[src/rtl/audio_pkg.sv]
// Shared types and constants for the beamformed-audio UART path.
package audio_pkg;

  localparam int         AUDIO_WIDTH       = 24;
  localparam logic [7:0] DEFAULT_SYNC_BYTE = 8'hA5;

  typedef enum logic [1:0] {
    IDLE,
    HOLD,
    WAIT
  } framer_state_t;

endpackage

[src/rtl/audio_uart_framer_if.sv]
// Sample-in / byte-out bundle between the DSS stage, the framer and the UART.
interface audio_uart_framer_if #(
  parameter int FIFO_DEPTH = 16
);
  import audio_pkg::*;

  localparam int LEVEL_W = $clog2(FIFO_DEPTH) + 1;

  logic signed [AUDIO_WIDTH-1:0] sample_in;
  logic                          valid_in;
  logic                          enable_in;
  logic                          busy_in;
  logic        [7:0]             byte_out;
  logic                          trigger_out;
  logic        [LEVEL_W-1:0]     fifo_level_out;
  logic        [15:0]            overflow_count_out;

  // Framer side.
  modport slave (
    input  sample_in, valid_in, enable_in, busy_in,
    output byte_out, trigger_out, fifo_level_out, overflow_count_out
  );

  // Producer / transmitter side.
  modport master (
    output sample_in, valid_in, enable_in, busy_in,
    input  byte_out, trigger_out, fifo_level_out, overflow_count_out
  );

endinterface

[src/rtl/audio_uart_framer_fifo.sv]
// Synchronous sample FIFO with explicit level tracking and registered read data.
module sample_fifo #(
  parameter int WIDTH = 16,
  parameter int DEPTH = 16
) (
  input  logic                       clk_in,
  input  logic                       rst_in,
  input  logic                       push,
  input  logic                       pop,
  input  logic [WIDTH-1:0]           wr_data,
  output logic [WIDTH-1:0]           rd_data,
  output logic                       full,
  output logic                       empty,
  output logic [$clog2(DEPTH):0]     level
);

  localparam int PTR_W   = $clog2(DEPTH);
  localparam int LEVEL_W = PTR_W + 1;

  logic [WIDTH-1:0]   mem [DEPTH];
  logic [PTR_W-1:0]   wr_ptr;
  logic [PTR_W-1:0]   rd_ptr;
  logic [LEVEL_W-1:0] level_q;
  logic               do_push;
  logic               do_pop;

  assign empty   = (level_q == '0);
  assign full    = (level_q == LEVEL_W'(DEPTH));
  assign do_pop  = pop && !empty;
  // A full FIFO can still accept a write when a slot frees up in the same cycle.
  assign do_push = push && (!full || do_pop);
  assign level   = level_q;

  // Pointers wrap naturally because DEPTH is a power of two.
  always_ff @(posedge clk_in) begin
    if (rst_in) begin
      wr_ptr  <= '0;
      rd_ptr  <= '0;
      level_q <= '0;
    end else begin
      if (do_push) wr_ptr <= wr_ptr + 1'b1;
      if (do_pop)  rd_ptr <= rd_ptr + 1'b1;
      unique case ({do_push, do_pop})
        2'b10:   level_q <= level_q + 1'b1;
        2'b01:   level_q <= level_q - 1'b1;
        default: level_q <= level_q;
      endcase
    end
  end

  // Storage and read port; read data is valid the cycle after pop.
  always_ff @(posedge clk_in) begin
    if (do_push) mem[wr_ptr] <= wr_data;
    if (do_pop)  rd_data     <= mem[rd_ptr];
  end

endmodule

[src/rtl/audio_uart_framer.sv]
// Buffers DSS samples and sends each as SYNC_BYTE followed by MSB-first data bytes.
module audio_uart_framer
  import audio_pkg::*;
#(
  parameter int         SAMPLE_BYTES = 2,
  parameter int         FIFO_DEPTH   = 16,
  parameter logic [7:0] SYNC_BYTE    = DEFAULT_SYNC_BYTE,
  parameter int         HOLD_CYCLES  = 2
) (
  input  logic                clk_in,
  input  logic                rst_in,
  audio_uart_framer_if.slave  bus
);

  localparam int DATA_W  = 8 * SAMPLE_BYTES;
  localparam int LEVEL_W = $clog2(FIFO_DEPTH) + 1;
  localparam int HOLD_W  = (HOLD_CYCLES > 0) ? $clog2(HOLD_CYCLES + 1) : 1;

  framer_state_t      state_q, state_d;
  logic [1:0]         idx_q, idx_d;
  logic [HOLD_W-1:0]  hold_q, hold_d;
  logic [7:0]         byte_q, byte_d;
  logic               trig_q, trig_d;
  logic [DATA_W-1:0]  shift_q;
  logic               shift_adv;
  logic               pop;
  logic               pop_p1;
  logic               push;
  logic               drop_full;
  logic [15:0]        overflow_q;
  logic [DATA_W-1:0]  wr_data;
  logic [DATA_W-1:0]  rd_data;
  logic               fifo_full;
  logic               fifo_empty;
  logic [LEVEL_W-1:0] fifo_level;

  function automatic logic [15:0] sat_inc16(input logic [15:0] v);
    return (v == 16'hFFFF) ? v : v + 16'd1;
  endfunction

  // Keep only the top SAMPLE_BYTES bytes of the sample.
  assign wr_data   = bus.sample_in[AUDIO_WIDTH-1 -: DATA_W];
  assign push      = bus.valid_in && bus.enable_in && (!fifo_full || pop);
  assign drop_full = bus.valid_in && bus.enable_in && fifo_full && !pop;

  sample_fifo #(
    .WIDTH (DATA_W),
    .DEPTH (FIFO_DEPTH)
  ) u_fifo (
    .clk_in  (clk_in),
    .rst_in  (rst_in),
    .push    (push),
    .pop     (pop),
    .wr_data (wr_data),
    .rd_data (rd_data),
    .full    (fifo_full),
    .empty   (fifo_empty),
    .level   (fifo_level)
  );

  // Frame sequencing: next state, byte selection and trigger decision.
  always_comb begin
    state_d   = state_q;
    idx_d     = idx_q;
    hold_d    = hold_q;
    byte_d    = byte_q;
    trig_d    = 1'b0;
    pop       = 1'b0;
    shift_adv = 1'b0;
    unique case (state_q)
      IDLE: begin
        if (!fifo_empty && !bus.busy_in) begin
          pop     = 1'b1;
          byte_d  = SYNC_BYTE;
          trig_d  = 1'b1;
          idx_d   = '0;
          hold_d  = '0;
          state_d = HOLD;
        end
      end
      HOLD: begin
        if (hold_q == HOLD_W'(HOLD_CYCLES)) state_d = WAIT;
        else                                hold_d  = hold_q + 1'b1;
      end
      WAIT: begin
        if (!bus.busy_in) begin
          if (idx_q == 2'(SAMPLE_BYTES)) begin
            state_d = IDLE;
          end else begin
            byte_d    = shift_q[DATA_W-1 -: 8];
            shift_adv = 1'b1;
            trig_d    = 1'b1;
            idx_d     = idx_q + 1'b1;
            hold_d    = '0;
            state_d   = HOLD;
          end
        end
      end
      default: state_d = IDLE;
    endcase
  end

  // Control state, registered outputs and the saturating overflow counter.
  always_ff @(posedge clk_in) begin
    if (rst_in) begin
      state_q    <= IDLE;
      idx_q      <= '0;
      hold_q     <= '0;
      byte_q     <= '0;
      trig_q     <= 1'b0;
      pop_p1     <= 1'b0;
      overflow_q <= '0;
    end else begin
      state_q <= state_d;
      idx_q   <= idx_d;
      hold_q  <= hold_d;
      byte_q  <= byte_d;
      trig_q  <= trig_d;
      pop_p1  <= pop;
      if (drop_full) overflow_q <= sat_inc16(overflow_q);
    end
  end

  // Shift register loads the popped sample once FIFO read data lands.
  always_ff @(posedge clk_in) begin
    if (pop_p1)         shift_q <= rd_data;
    else if (shift_adv) shift_q <= shift_q << 8;
  end

  assign bus.byte_out           = byte_q;
  assign bus.trigger_out        = trig_q;
  assign bus.fifo_level_out     = fifo_level;
  assign bus.overflow_count_out = overflow_q;

endmodule

[src/flat_wrapper.sv]
// flat-port wrapper written by rule: the top's interface ports become plain ports
module audio_uart_framer_flat import audio_pkg::*;
#(
  parameter int         SAMPLE_BYTES = 2,
  parameter int         FIFO_DEPTH   = 16,
  parameter logic [7:0] SYNC_BYTE    = DEFAULT_SYNC_BYTE,
  parameter int         HOLD_CYCLES  = 2
)
  (clk_in, rst_in, bus_sample_in, bus_valid_in, bus_enable_in, bus_busy_in, bus_byte_out, bus_trigger_out, bus_fifo_level_out, bus_overflow_count_out);
  audio_uart_framer_if #(.FIFO_DEPTH(FIFO_DEPTH)) bus_i ();
  input  logic clk_in;
  input  logic rst_in;
  input wire logic [$bits(bus_i.sample_in)-1:0] bus_sample_in;
  input wire logic [$bits(bus_i.valid_in)-1:0] bus_valid_in;
  input wire logic [$bits(bus_i.enable_in)-1:0] bus_enable_in;
  input wire logic [$bits(bus_i.busy_in)-1:0] bus_busy_in;
  output wire logic [$bits(bus_i.byte_out)-1:0] bus_byte_out;
  output wire logic [$bits(bus_i.trigger_out)-1:0] bus_trigger_out;
  output wire logic [$bits(bus_i.fifo_level_out)-1:0] bus_fifo_level_out;
  output wire logic [$bits(bus_i.overflow_count_out)-1:0] bus_overflow_count_out;
  assign bus_i.sample_in = bus_sample_in;
  assign bus_i.valid_in = bus_valid_in;
  assign bus_i.enable_in = bus_enable_in;
  assign bus_i.busy_in = bus_busy_in;
  assign bus_byte_out = bus_i.byte_out;
  assign bus_trigger_out = bus_i.trigger_out;
  assign bus_fifo_level_out = bus_i.fifo_level_out;
  assign bus_overflow_count_out = bus_i.overflow_count_out;
  audio_uart_framer #(.SAMPLE_BYTES(SAMPLE_BYTES), .FIFO_DEPTH(FIFO_DEPTH), .SYNC_BYTE(SYNC_BYTE), .HOLD_CYCLES(HOLD_CYCLES)) u_core (.clk_in(clk_in), .rst_in(rst_in), .bus(bus_i));
endmodule
[config.mk]
export PLATFORM = sky130hd
export DESIGN_NAME = audio_uart_framer_flat
export DESIGN_NICKNAME = d
export VERILOG_FILES = /design/src/rtl/audio_pkg.sv /design/src/rtl/audio_uart_framer_if.sv /design/src/rtl/audio_uart_framer_fifo.sv /design/src/rtl/audio_uart_framer.sv /design/src/flat_wrapper.sv
export SDC_FILE = /design/constraint.sdc
export NUM_CORES = 1
export LEC_CHECK = 0
export BUFFER_PORTS_ARGS = -buffer_cell sky130_fd_sc_hd__buf_2
export CORE_ASPECT_RATIO = 0.5
export CORE_UTILIZATION = 50
export CTS_CLUSTER_DIAMETER = 100
export DETAILED_ROUTE_END_ITERATION = 7
export PLACE_DENSITY_LB_ADDON = 0.1
export REMOVE_ABC_BUFFERS = 1
export SYNTH_ARGS = -nofsm -noshare
export SYNTH_HDL_FRONTEND = slang
export SYNTH_SLANG_ARGS = --single-unit
[constraint.sdc]
create_clock -name clk_in -period 9.5 [get_ports clk_in]
set_input_delay 0 -clock clk_in [delete_from_list [all_inputs] [get_ports clk_in]]
set_output_delay 0 -clock clk_in [all_outputs]
set_load 0.005 [all_outputs]
Word level (Yosys, flattened, before mapping) --
Memory sizes are Yosys's and may differ from the RTL's. A register that Yosys moved wholly into a read port is not among the register bits. Cells that the tools add are included.
Storage, ports and cells: bits in registers 61, latch bits 0, RAM bits 256, memory bits (read-only) 0, word-level logic and storage cells 84, memories 1
Operators by class: $add $sub $neg 7, multiply operators 0, div/mod/pow operators 0, $lt $le $gt $ge 0, equality and inequality tests 13, shift-type cells 0, mux-type cells 28, bitwise logic cells 1, reduce and logical (&&, ||, !) cells 23
Memory list:
- u_core.u_fifo.mem | depth 16, bits a word 16, read ports 1, clocked after memory_dff 1, write ports 1, line audio_uart_framer_fifo.sv:20 | logic [WIDTH-1:0] mem [DEPTH];
Operators by type and width (count):
- 2-to-1 mux 16 bit | 2
- 2-to-1 mux 8 bit | 3
- 2-to-1 mux 2 bit | 9
- adder 16 x 1 -> 16 bit (second input constant) | 1
- equality test 16 bit (second input constant) | 1
- one-hot mux 8 bit (2 select lines) | 1
- one-hot mux 2 bit (3 select lines) | 2
- one-hot mux 5 bit (2 select lines) | 1
- adder 4 x 1 -> 4 bit (second input constant) | 2
- equality test 2 bit (second input constant) | 4
- 2-to-1 mux 1 bit | 8
- logical AND 1 bit | 7
- inequality test 2 bit (second input constant) | 3
- nonzero test 2 bit | 3
- adder 5 x 1 -> 5 bit (second input constant) | 1
- equality test 5 bit (second input constant) | 1
- logical NOT 5 bit | 1
- AND reduction 5 bit | 1
- subtractor 5 x 1 -> 5 bit (second input constant) | 1
- adder 2 x 1 -> 2 bit (second input constant) | 2
- equality test 2 x 1 -> 1 bit (second input constant) | 2
- logical NOT 1 bit | 4
- inequality test 2 x 1 -> 1 bit (second input constant) | 2
- one-hot mux 2 bit (2 select lines) | 1
- 8 further kinds | 9

Logic depth before layout (Yosys ltp) --
Gate-level depths: netlist of run 1.
depth in word-level cells 10, mapped depth 15, gate-level depth less buffers 11

Cells and area by module --
From an unflattened synthesis of run 1, not the netlist that was laid out.
Unflattened totals: cell total of the unflattened synthesis 747, area, all modules 13106.3 um^2
By module, submodules not included:
- sample_fifo | instances 1, cells each 540, area an instance 11018.1 um^2
- audio_uart_framer | instances 1, cells each 207, area an instance 2088.3 um^2

Least setup slack after synthesis of run 1 --
Ideal clock, no wire load.
kind register to register, start register u_core.state_q[0], end register u_core.u_fifo.level_q[2], in the netlist u_core.u_fifo.level[2], library setup time 71 ps, arrival time 3515 ps, data required time 9429 ps, setup slack 5915 ps, stages on the path, launching flop included 12, buffers on the path 2, period minus slack after synthesis 3585 ps, cells stage by stage dfxtp_1 > clkbuf_1 > nor3_1 > a21boi_1 > ha_1 > clkbuf_1 > xor2_1 > ha_1 > a21oi_1 > xnor2_1 > or3_1 > a21oi_1
On the way: word-level cells in the longest chain between the ends 7, elaborated cells between the ends (all ways) 11, those cells by class eq/ne: 2; mux: 2; reduce/logical: 7
Ends and longest elaborated chain:
- start, declared | line audio_uart_framer.sv:19 | framer_state_t state_q, state_d;
- start signal, assigned | line audio_uart_framer.sv:114 | state_q <= state_d;
- logical NOT 2 bit (*) | line audio_uart_framer.sv:70 | unique case (state_q)
- 2-to-1 mux 1 bit (*) | line audio_uart_framer.sv:70
- logical AND 1 bit (*) | line audio_uart_framer_fifo.sv:29 | assign do_pop = pop && !empty;
- named net u_core.u_fifo.do_pop | line audio_uart_framer_fifo.sv:25 | logic do_pop;
- logical OR 1 bit | line audio_uart_framer_fifo.sv:31 | assign do_push = push && (!full || do_pop);
- logical AND 1 bit | line audio_uart_framer_fifo.sv:31
- equality test 2 x 1 -> 1 bit / equality test 2 bit (equally long branches) | line audio_uart_framer_fifo.sv:43 | unique case ({do_push, do_pop})
- one-hot mux 5 bit (2 select lines) / nonzero test 2 bit (equally long branches)
- end signal, assigned | line audio_uart_framer_fifo.sv:44 | 2'b10: level_q <= level_q + 1'b1;
- end signal, assigned | line audio_uart_framer_fifo.sv:45 | 2'b01: level_q <= level_q - 1'b1;
- end signal, assigned | line audio_uart_framer_fifo.sv:46 | default: level_q <= level_q;
- end, declared | line audio_uart_framer_fifo.sv:23 | logic [LEVEL_W-1:0] level_q;
The timed path passes the listed nets; every way through them passes the cells marked *. A chain may end at the register's enable or synchronous reset.

Worst setup path in the final report of run 1 --
start register u_core.state_q[1], end memory u_core.u_fifo.mem[2][5] (enable)
On the way: word-level cells in the longest chain between the ends 7, elaborated cells between the ends (all ways) 9, those cells by class mux: 3; reduce/logical: 6
Ends and longest elaborated chain:
- logical NOT 2 bit (*) | line audio_uart_framer.sv:70
- 2-to-1 mux 1 bit (*) | line audio_uart_framer.sv:70
- logical OR 1 bit / logical AND 1 bit (equally long branches) | line audio_uart_framer.sv:43, audio_uart_framer_fifo.sv:29
- logical AND 1 bit / logical OR 1 bit (equally long branches) | line audio_uart_framer.sv:43, audio_uart_framer_fifo.sv:31
- logical AND 1 bit (*) | line audio_uart_framer_fifo.sv:31
- 2-to-1 mux 1 bit (*) | line audio_uart_framer_fifo.sv:53 | if (do_push) mem[wr_ptr] <= wr_data;
- 2-to-1 mux 1 bit (implied by the code) (*) | line audio_uart_framer_fifo.sv:53
- end, declared | line audio_uart_framer_fifo.sv:20
Mark *: on every way between the ends. The rest lies on a longest branch, timed or not.

==> metrics.yaml, run 1 <==
outcome: "finished clean"
number_of_global_route_vias_before_repair: 6482
p_sw_share_pct: 24.03
mapped_cells: 693
achievable-frequency_mhz: 303.4
root_buffer_cell: "sky130_fd_sc_hd__clkbuf_16"
ant_nets: 0
setup-violations-final: 0
fillCellCount: 1913
post-route-period-util_pct: 34.69
worst_setup_path_end_kind: "flop"
fin_ws_ns: 6.204
worstPathRequired_ns: 9.77
timing.critical_path.slowest_cell_delay_ns: 1.03
worst_slew_margin_rel_pct: 12.36
critical_path.startpoint_type: "flop"
timing.critical_path.cells: "nor3_1, o311a_1, nand2_1, nor3_2, buf_4"
worstSkewPairLatency_ns: 0.57
detail_route.wl_per_cell_um: 23.14
placement.io_buffers: 50
clockPowerShare_pct: 35.0
clk_path_buf_depth: 3
synth-warning-count: 0
average_instance_area_after_synthesis_um2: 18.88
std_cell_rows: 41
muxShareOfSynthArea_pct: 15.01
totalWireLength_mm: 26.36
grt_pass1_wl_mm: 39.70
timing_max_transition_violations_final: 0
cts-htree-levels: 1
postCtsResizedCells: 0
finalPower_mw: 3.377
fin_tns_setup_ns: 0
drcViolationCount: 0
core_um2: 25440
firstDrtPassIters: 4
initial_core_util_pct: 51.41
grt_antenna_before_repair: 0
detailed_place.area_um2: 13800
preCtsSetupSlack_ns: 6.173
post_synth_most_frequent_cells: "sky130_fd_sc_hd__edfxtp_1, sky130_fd_sc_hd__mux4_2, sky130_fd_sc_hd__nor2_1"
hp-class: "input pin to flop"
cts_buffers: 29
power.combinational.fraction_pct: 13.2
rsz0062_at_grt: "no"
vias: 6500
cell_leakage_power_nw: 4.795
maximum_number_of_pins_on_one_net_before_global_route_repair: 68
largest_family_of_logic_cells_by_synthesized_area: "multiplexers"
power_density_nw_per_um2: 226.1
synth_top_cell_area_share_pct: 66.11
post_route_cells_drive_above_1_share_pct: 28.93
synth_compound_gate_area_share_pct: 2.219
netlist_top_cells_area: "sky130_fd_sc_hd__edfxtp_1, sky130_fd_sc_hd__mux4_2, sky130_fd_sc_hd__dfxtp_1"
cts_num_sinks: 333
crit_type: "flop to flop"
synthDistinctLibCells: 52
timing_hold_violations_final: 0
die_width_um: 230.7
synth_simple_gate_area_share_pct: 5.567
detailedRoute.firstIterationViolations: 494
worst-path-buf-inv: 1
timing.critical_path.max_delay_family: "simple AND/OR/NAND/NOR gates"
seq_area_frac_synth_pct: 73.00
final_area_um2: 14930
globalRouteTotalUtil_pct: 20.45
synth_edf_count: 288
yosys.area.top_type: "sky130_fd_sc_hd__edfxtp_1"
synth_ff_type: "sky130_fd_sc_hd__edfxtp_1"
crit_arrival_ns: 3.57
design.portCount: 59
skew_ns: 0.01604
cpMaxStageDelayCell: "sky130_fd_sc_hd__nor3_2"
worstPathMaxFanout: 12
via_per_inst: 5.707
vertical_die_dimension_um: 116.4
dp_hpwl_mm: 14.72
grt_overflow: 0
switching_power_mw: 0.8114
internal_power_mw: 2.565
nets: 813
routabilityCongestion: 0.8033
synth.ff_latch_count: 333
synth_async_sr_flop_share_pct: 0
hold_buffers: 18
timing.hold.ws_ns: 0.03244
flow.area_growth_from_synthesis_pct: 14.16
synthesis.area_um2: 13080
finalCriticalPeriod_ns: 3.296
number_of_buffers_inserted_to_repair_setup_after_cts: 0
clk_pin_slew_worst_paths_ns: 0.06
synth-adder-area-share_pct: 1.052
diodes: 0
fp.dieArea_um2: 26850
maxCapViolations: 0
vdd_drop_max_v: 0.0001458
clock_tree_from_tritoncts: "yes"
pwr-share-seq_pct: 51.7
synth_xor_area_share_pct: 1.540
max_slew.worst_pin.slew_ns: 1.307
yosysMostFrequentCell: "sky130_fd_sc_hd__edfxtp_1"
[path summary, 6_finish.rpt]
path	from	endpoint	slack (ns)	cells after the start
setup reg to reg	u_core.state_q[1]	u_core.u_fifo.mem[2][5]	6.20	5
hold / removal	rst_in	u_core.u_fifo.level[0]	0.03	2
hold reg to reg	u_core.bus.byte_out[3]	u_core.bus.byte_out[3]	0.46	2
setup / recovery	u_core.state_q[1]	u_core.u_fifo.mem[2][5]	6.20	5
[per-layer routing]
layer,vias up,wire (um),global-route usage [%]
met1,3375,12510,30.95
met5,-,0,0
met3,33,1568,3.857
met4,0,406,3.576
li1,2918,-,-
met2,174,11870,31.71
[flip-flops by register name, indices dropped and copies added (netlist names)]
name / flops
u_core.bus.byte_out: 8
u_core.pop_p1: 1
u_core.idx_q: 2
u_core.hold_q: 2
u_core.u_fifo.wr_ptr: 4
u_core.shift_q: 16
u_core.u_fifo.rd_ptr: 4
u_core.u_fifo.rd_data: 16
u_core.bus.overflow_count_out: 16
u_core.bus.trigger_out: 1
u_core.state_q: 2
u_core.u_fifo.mem: 256
u_core.u_fifo.level: 5
[final cells by class]
cell class                      count  area [um^2]  area share (%)
Clock buffer                       42        835.8           5.597
Timing Repair Buffer               90        595.6           3.988
Multi-Input combinational cell    311         3374           22.60
Sequential cell                   333         9554           63.98
Inverter                            8        30.03          0.2011
Clock inverter                     11        112.6          0.7541
Tap cell                          344        430.4           2.882
[power groups by stage]
| stage | sequential [mW] | combinational, mW | clock, mW |
|---|---|---|---|
| 2_1_floorplan | 1.79 | 0.298 | 0 |
| 3_3_place_gp | 1.78 | 0.441 | 0 |
| 3_5_place_dp | 1.78 | 0.449 | 0 |
| 4_1_cts | 1.75 | 0.456 | 1.20 |
| 5_1_grt | 1.76 | 0.494 | 1.27 |
| 6_report | 1.75 | 0.447 | 1.18 |
[kinds of logic (layout without fill, tap and decap cells)]
kind of cell    Yosys count  in the layout
simple gates            144            144
buf+inv                  49            151
xor+xnor                 23             23
fa+ha+maj                11             11
compound gates           38             38
mux                      95             95
flops                   333            333
[stage by stage]
stage | utilization (%) | std cells
floorplan | - | 652
global placement | 54.25 | 1068
detailed placement | 54.25 | 1068
CTS | 58.69 | 1139
global route | 58.69 | 1139
finish | 58.69 | 1139
[layout by cell type, fill, tap and decap left out, types with 6 or more instances in the layout]
cell / synthesis / layout
sky130_fd_sc_hd__a211oi_2: 6 / 6
sky130_fd_sc_hd__a21oi_1: 11 / 11
sky130_fd_sc_hd__and2_1: 9 / 9
sky130_fd_sc_hd__buf_2: 4 / 50
sky130_fd_sc_hd__buf_4: 0 / 22
sky130_fd_sc_hd__clkbuf_1: 28 / 8
sky130_fd_sc_hd__clkbuf_16: 0 / 30
sky130_fd_sc_hd__clkinv_1: 0 / 6
sky130_fd_sc_hd__dfxtp_1: 45 / 43
sky130_fd_sc_hd__dlygate4sd3_1: 0 / 18
sky130_fd_sc_hd__edfxtp_1: 288 / 288
sky130_fd_sc_hd__ha_1: 11 / 11
sky130_fd_sc_hd__inv_1: 7 / 7
sky130_fd_sc_hd__mux2_2: 8 / 8
sky130_fd_sc_hd__mux2i_1: 6 / 6
sky130_fd_sc_hd__mux4_2: 80 / 80
sky130_fd_sc_hd__nand2_1: 18 / 18
sky130_fd_sc_hd__nand3_1: 11 / 11
sky130_fd_sc_hd__nand4_1: 9 / 9
sky130_fd_sc_hd__nor2_1: 50 / 38
sky130_fd_sc_hd__nor2_2: 0 / 12
sky130_fd_sc_hd__nor3_1: 18 / 14
sky130_fd_sc_hd__xnor2_1: 14 / 14
sky130_fd_sc_hd__xor2_1: 9 / 9
No activity file was read; power rests on OpenSTA's default activity.
==> run 2, diff against run 1 <==
==> constraint.sdc (replaced) <==
create_clock -name clk_in -period 3.05 [get_ports clk_in]
set_input_delay 0 -clock clk_in [delete_from_list [all_inputs] [get_ports clk_in]]
set_output_delay 0 -clock clk_in [all_outputs]
set_load 0.005 [all_outputs]
==> metrics.yaml, run 2 (synthesis gave the netlist of run 1 again) <==
outcome: "finished clean"
firstDrtPassIters: 4
root_buffer_cell: "sky130_fd_sc_hd__clkbuf_16"
cts_num_sinks: 333
fin_tns_setup_ns: 0
min_delay_worst_endpoint: "u_core.bus.overflow_count_out[13]"
worstPathRequired_ns: 3.47
power_density_nw_per_um2: 727.7
achievable-frequency_mhz: 361.3
worst_path_most_repeated_cell: "sky130_fd_sc_hd__ha_1"
diodes: 0
dp_hpwl_mm: 14.89
globalRouteTotalUtil_pct: 21.05
worst_setup_path_end_kind: "flop"
placement.io_buffers: 50
clk_pin_slew_worst_paths_ns: 0.07
cell_leakage_power_nw: 4.881
timing.critical_path.cells: "or4_4, o311a_1, inv_2, ha_1, xor2_1, ha_1, a21oi_2, nand4b_1, a31oi_1, xnor2_1, nor2_1"
setup-violations-final: 0
finalCriticalPeriod_ns: 2.768
number_of_buffers_inserted_to_repair_setup_after_cts: 0
placedCellCount: 1073
ant_nets: 0
worstPathMaxFanout: 7
nets: 817
flow.area_growth_from_synthesis_pct: 15.80
clk_path_buf_depth: 3
timing_hold_violations_final: 0
vdd_drop_max_v: 0.0005006
skew_ns: 0.01320
grt_antenna_before_repair: 0
detail_route.wl_per_cell_um: 23.58
cpMaxStageDelayCell: "sky130_fd_sc_hd__or4_4"
timing_max_transition_violations_final: 0
layoutNonFillerInstCount: 1144
vias: 6530
critical_path.startpoint_type: "flop"
drcViolationCount: 0
post-route-period-util_pct: 90.75
flip_flop_count_of_the_largest_register_all_copies_and_words_added: 256
timing.hold.worst.start: "bus_valid_in"
rsz0062_at_grt: "no"
worst_hold_path.num_cells: 6
design.portCount: 59
clock_tree_from_tritoncts: "yes"
die_width_um: 230.7
crit_arrival_ns: 3.18
r2r_cells: 11
worst_slew_margin_rel_pct: 43.31
final_common_cell: "sky130_fd_sc_hd__edfxtp_1"
routabilityCongestion: 0.7938
maximum_number_of_pins_on_one_net_before_global_route_repair: 68
initial_core_util_pct: 51.41
final_area_um2: 15150
post_route_cells_drive_above_1_share_pct: 30.63
finalPower_mw: 11.02
largest-register: "u_core.u_fifo.mem"
reg_to_reg_end: "u_core.u_fifo.level[4]"
crit_type: "flop to flop"
fp.dieArea_um2: 26850
reg2reg_setup_slack_ns: 0.28
cts_buffers: 29
detailedRoute.firstIterationViolations: 609
grt_overflow: 0
maxCapViolations: 0
grt_pass1_wl_mm: 40.89
number_of_global_route_vias_before_repair: 6600
hp-class: "input pin to flop"
via_per_inst: 5.708
core_um2: 25440
std_cell_rows: 41
commonest_cells_after_routing_fill_and_taps_aside: "sky130_fd_sc_hd__edfxtp_1, sky130_fd_sc_hd__mux4_2, sky130_fd_sc_hd__buf_2"
timing.critical_path.slowest_cell_delay_ns: 0.60
vertical_die_dimension_um: 116.4
totalWireLength_mm: 26.98
reg2reg_start: "u_core.u_fifo.level[0]"
detailed_place.area_um2: 13890
max_slew.worst_pin.slew_ns: 0.8503
cts-htree-levels: 1
worstSkewPairLatency_ns: 0.56
[run 2: layout make-up]
type / count / area (um^2)
fillers: 1888 / 10300
flip-flops and latches: 333 / 9554
multi-input cells: 311 / 3378
clock buffers: 35 / 768.2
repair buffers: 94 / 673.1
well taps: 344 / 430.4
clock inverters: 19 / 314.1
inverters: 8 / 30.03
[run 2: how the worst max path moves through the flow]
| stage | start | end | slack, ns |
|---|---|---|---|
| floorplan | u_core.u_fifo.rd_ptr[0] | u_core.u_fifo.rd_data[0] | -1.12 |
| global route | u_core.u_fifo.level[2] | u_core.u_fifo.level[4] | 0.04 |
| detailed placement | u_core.u_fifo.level[0] | u_core.u_fifo.level[4] | 0.23 |
| CTS | u_core.u_fifo.level[0] | u_core.u_fifo.level[4] | 0.21 |
| global placement | u_core.u_fifo.level[0] | u_core.u_fifo.level[4] | 0.28 |
| finish | u_core.u_fifo.level[0] | u_core.u_fifo.level[4] | 0.28 |
[run 2: routing by layer]
layer / global-route usage [%] / wire, um
met1: 31.33 / 12710
met2: 32.89 / 12240
met3: 4.102 / 1658
met4: 4.194 / 369
met5: 0 / 0
[run 2: power breakdown]
group	total, mW	switching [mW]	internal, mW
combinational	1.48	0.771	0.708
clock	4.15	1.66	2.48
sequential	5.40	0.158	5.24
[run 2: repair_timing]
item,in CTS,in global routing
endpoints found under the hold margin,258,0
setup endpoints to repair,0,2
hold buffers,17,0
gates resized for setup,0,1
[run 2: through the flow]
stage	worst slack, ns	utilization (%)	hold slack (ns)
after floorplan	-1.119	-	0.06907
after global placement	0.2836	54.60	0.2955
after detailed placement	0.2253	54.60	0.3123
after CTS	0.2122	59.52	0.008644
after global routing	0.04153	59.53	0.04727
final	0.2820	59.53	0.02677
[run 2: worst max-delay path, delay by kind of cell (launching register included)]
family	cells	cell delay [ns]
flip-flops	1	0.38
AO/OA/AOI/OAI	3	0.67
buffers and inverters	1	0.09
XOR/XNOR	2	0.29
adder cells (fa/ha/maj)	2	0.36
AND/OR/NAND/NOR	3	0.83
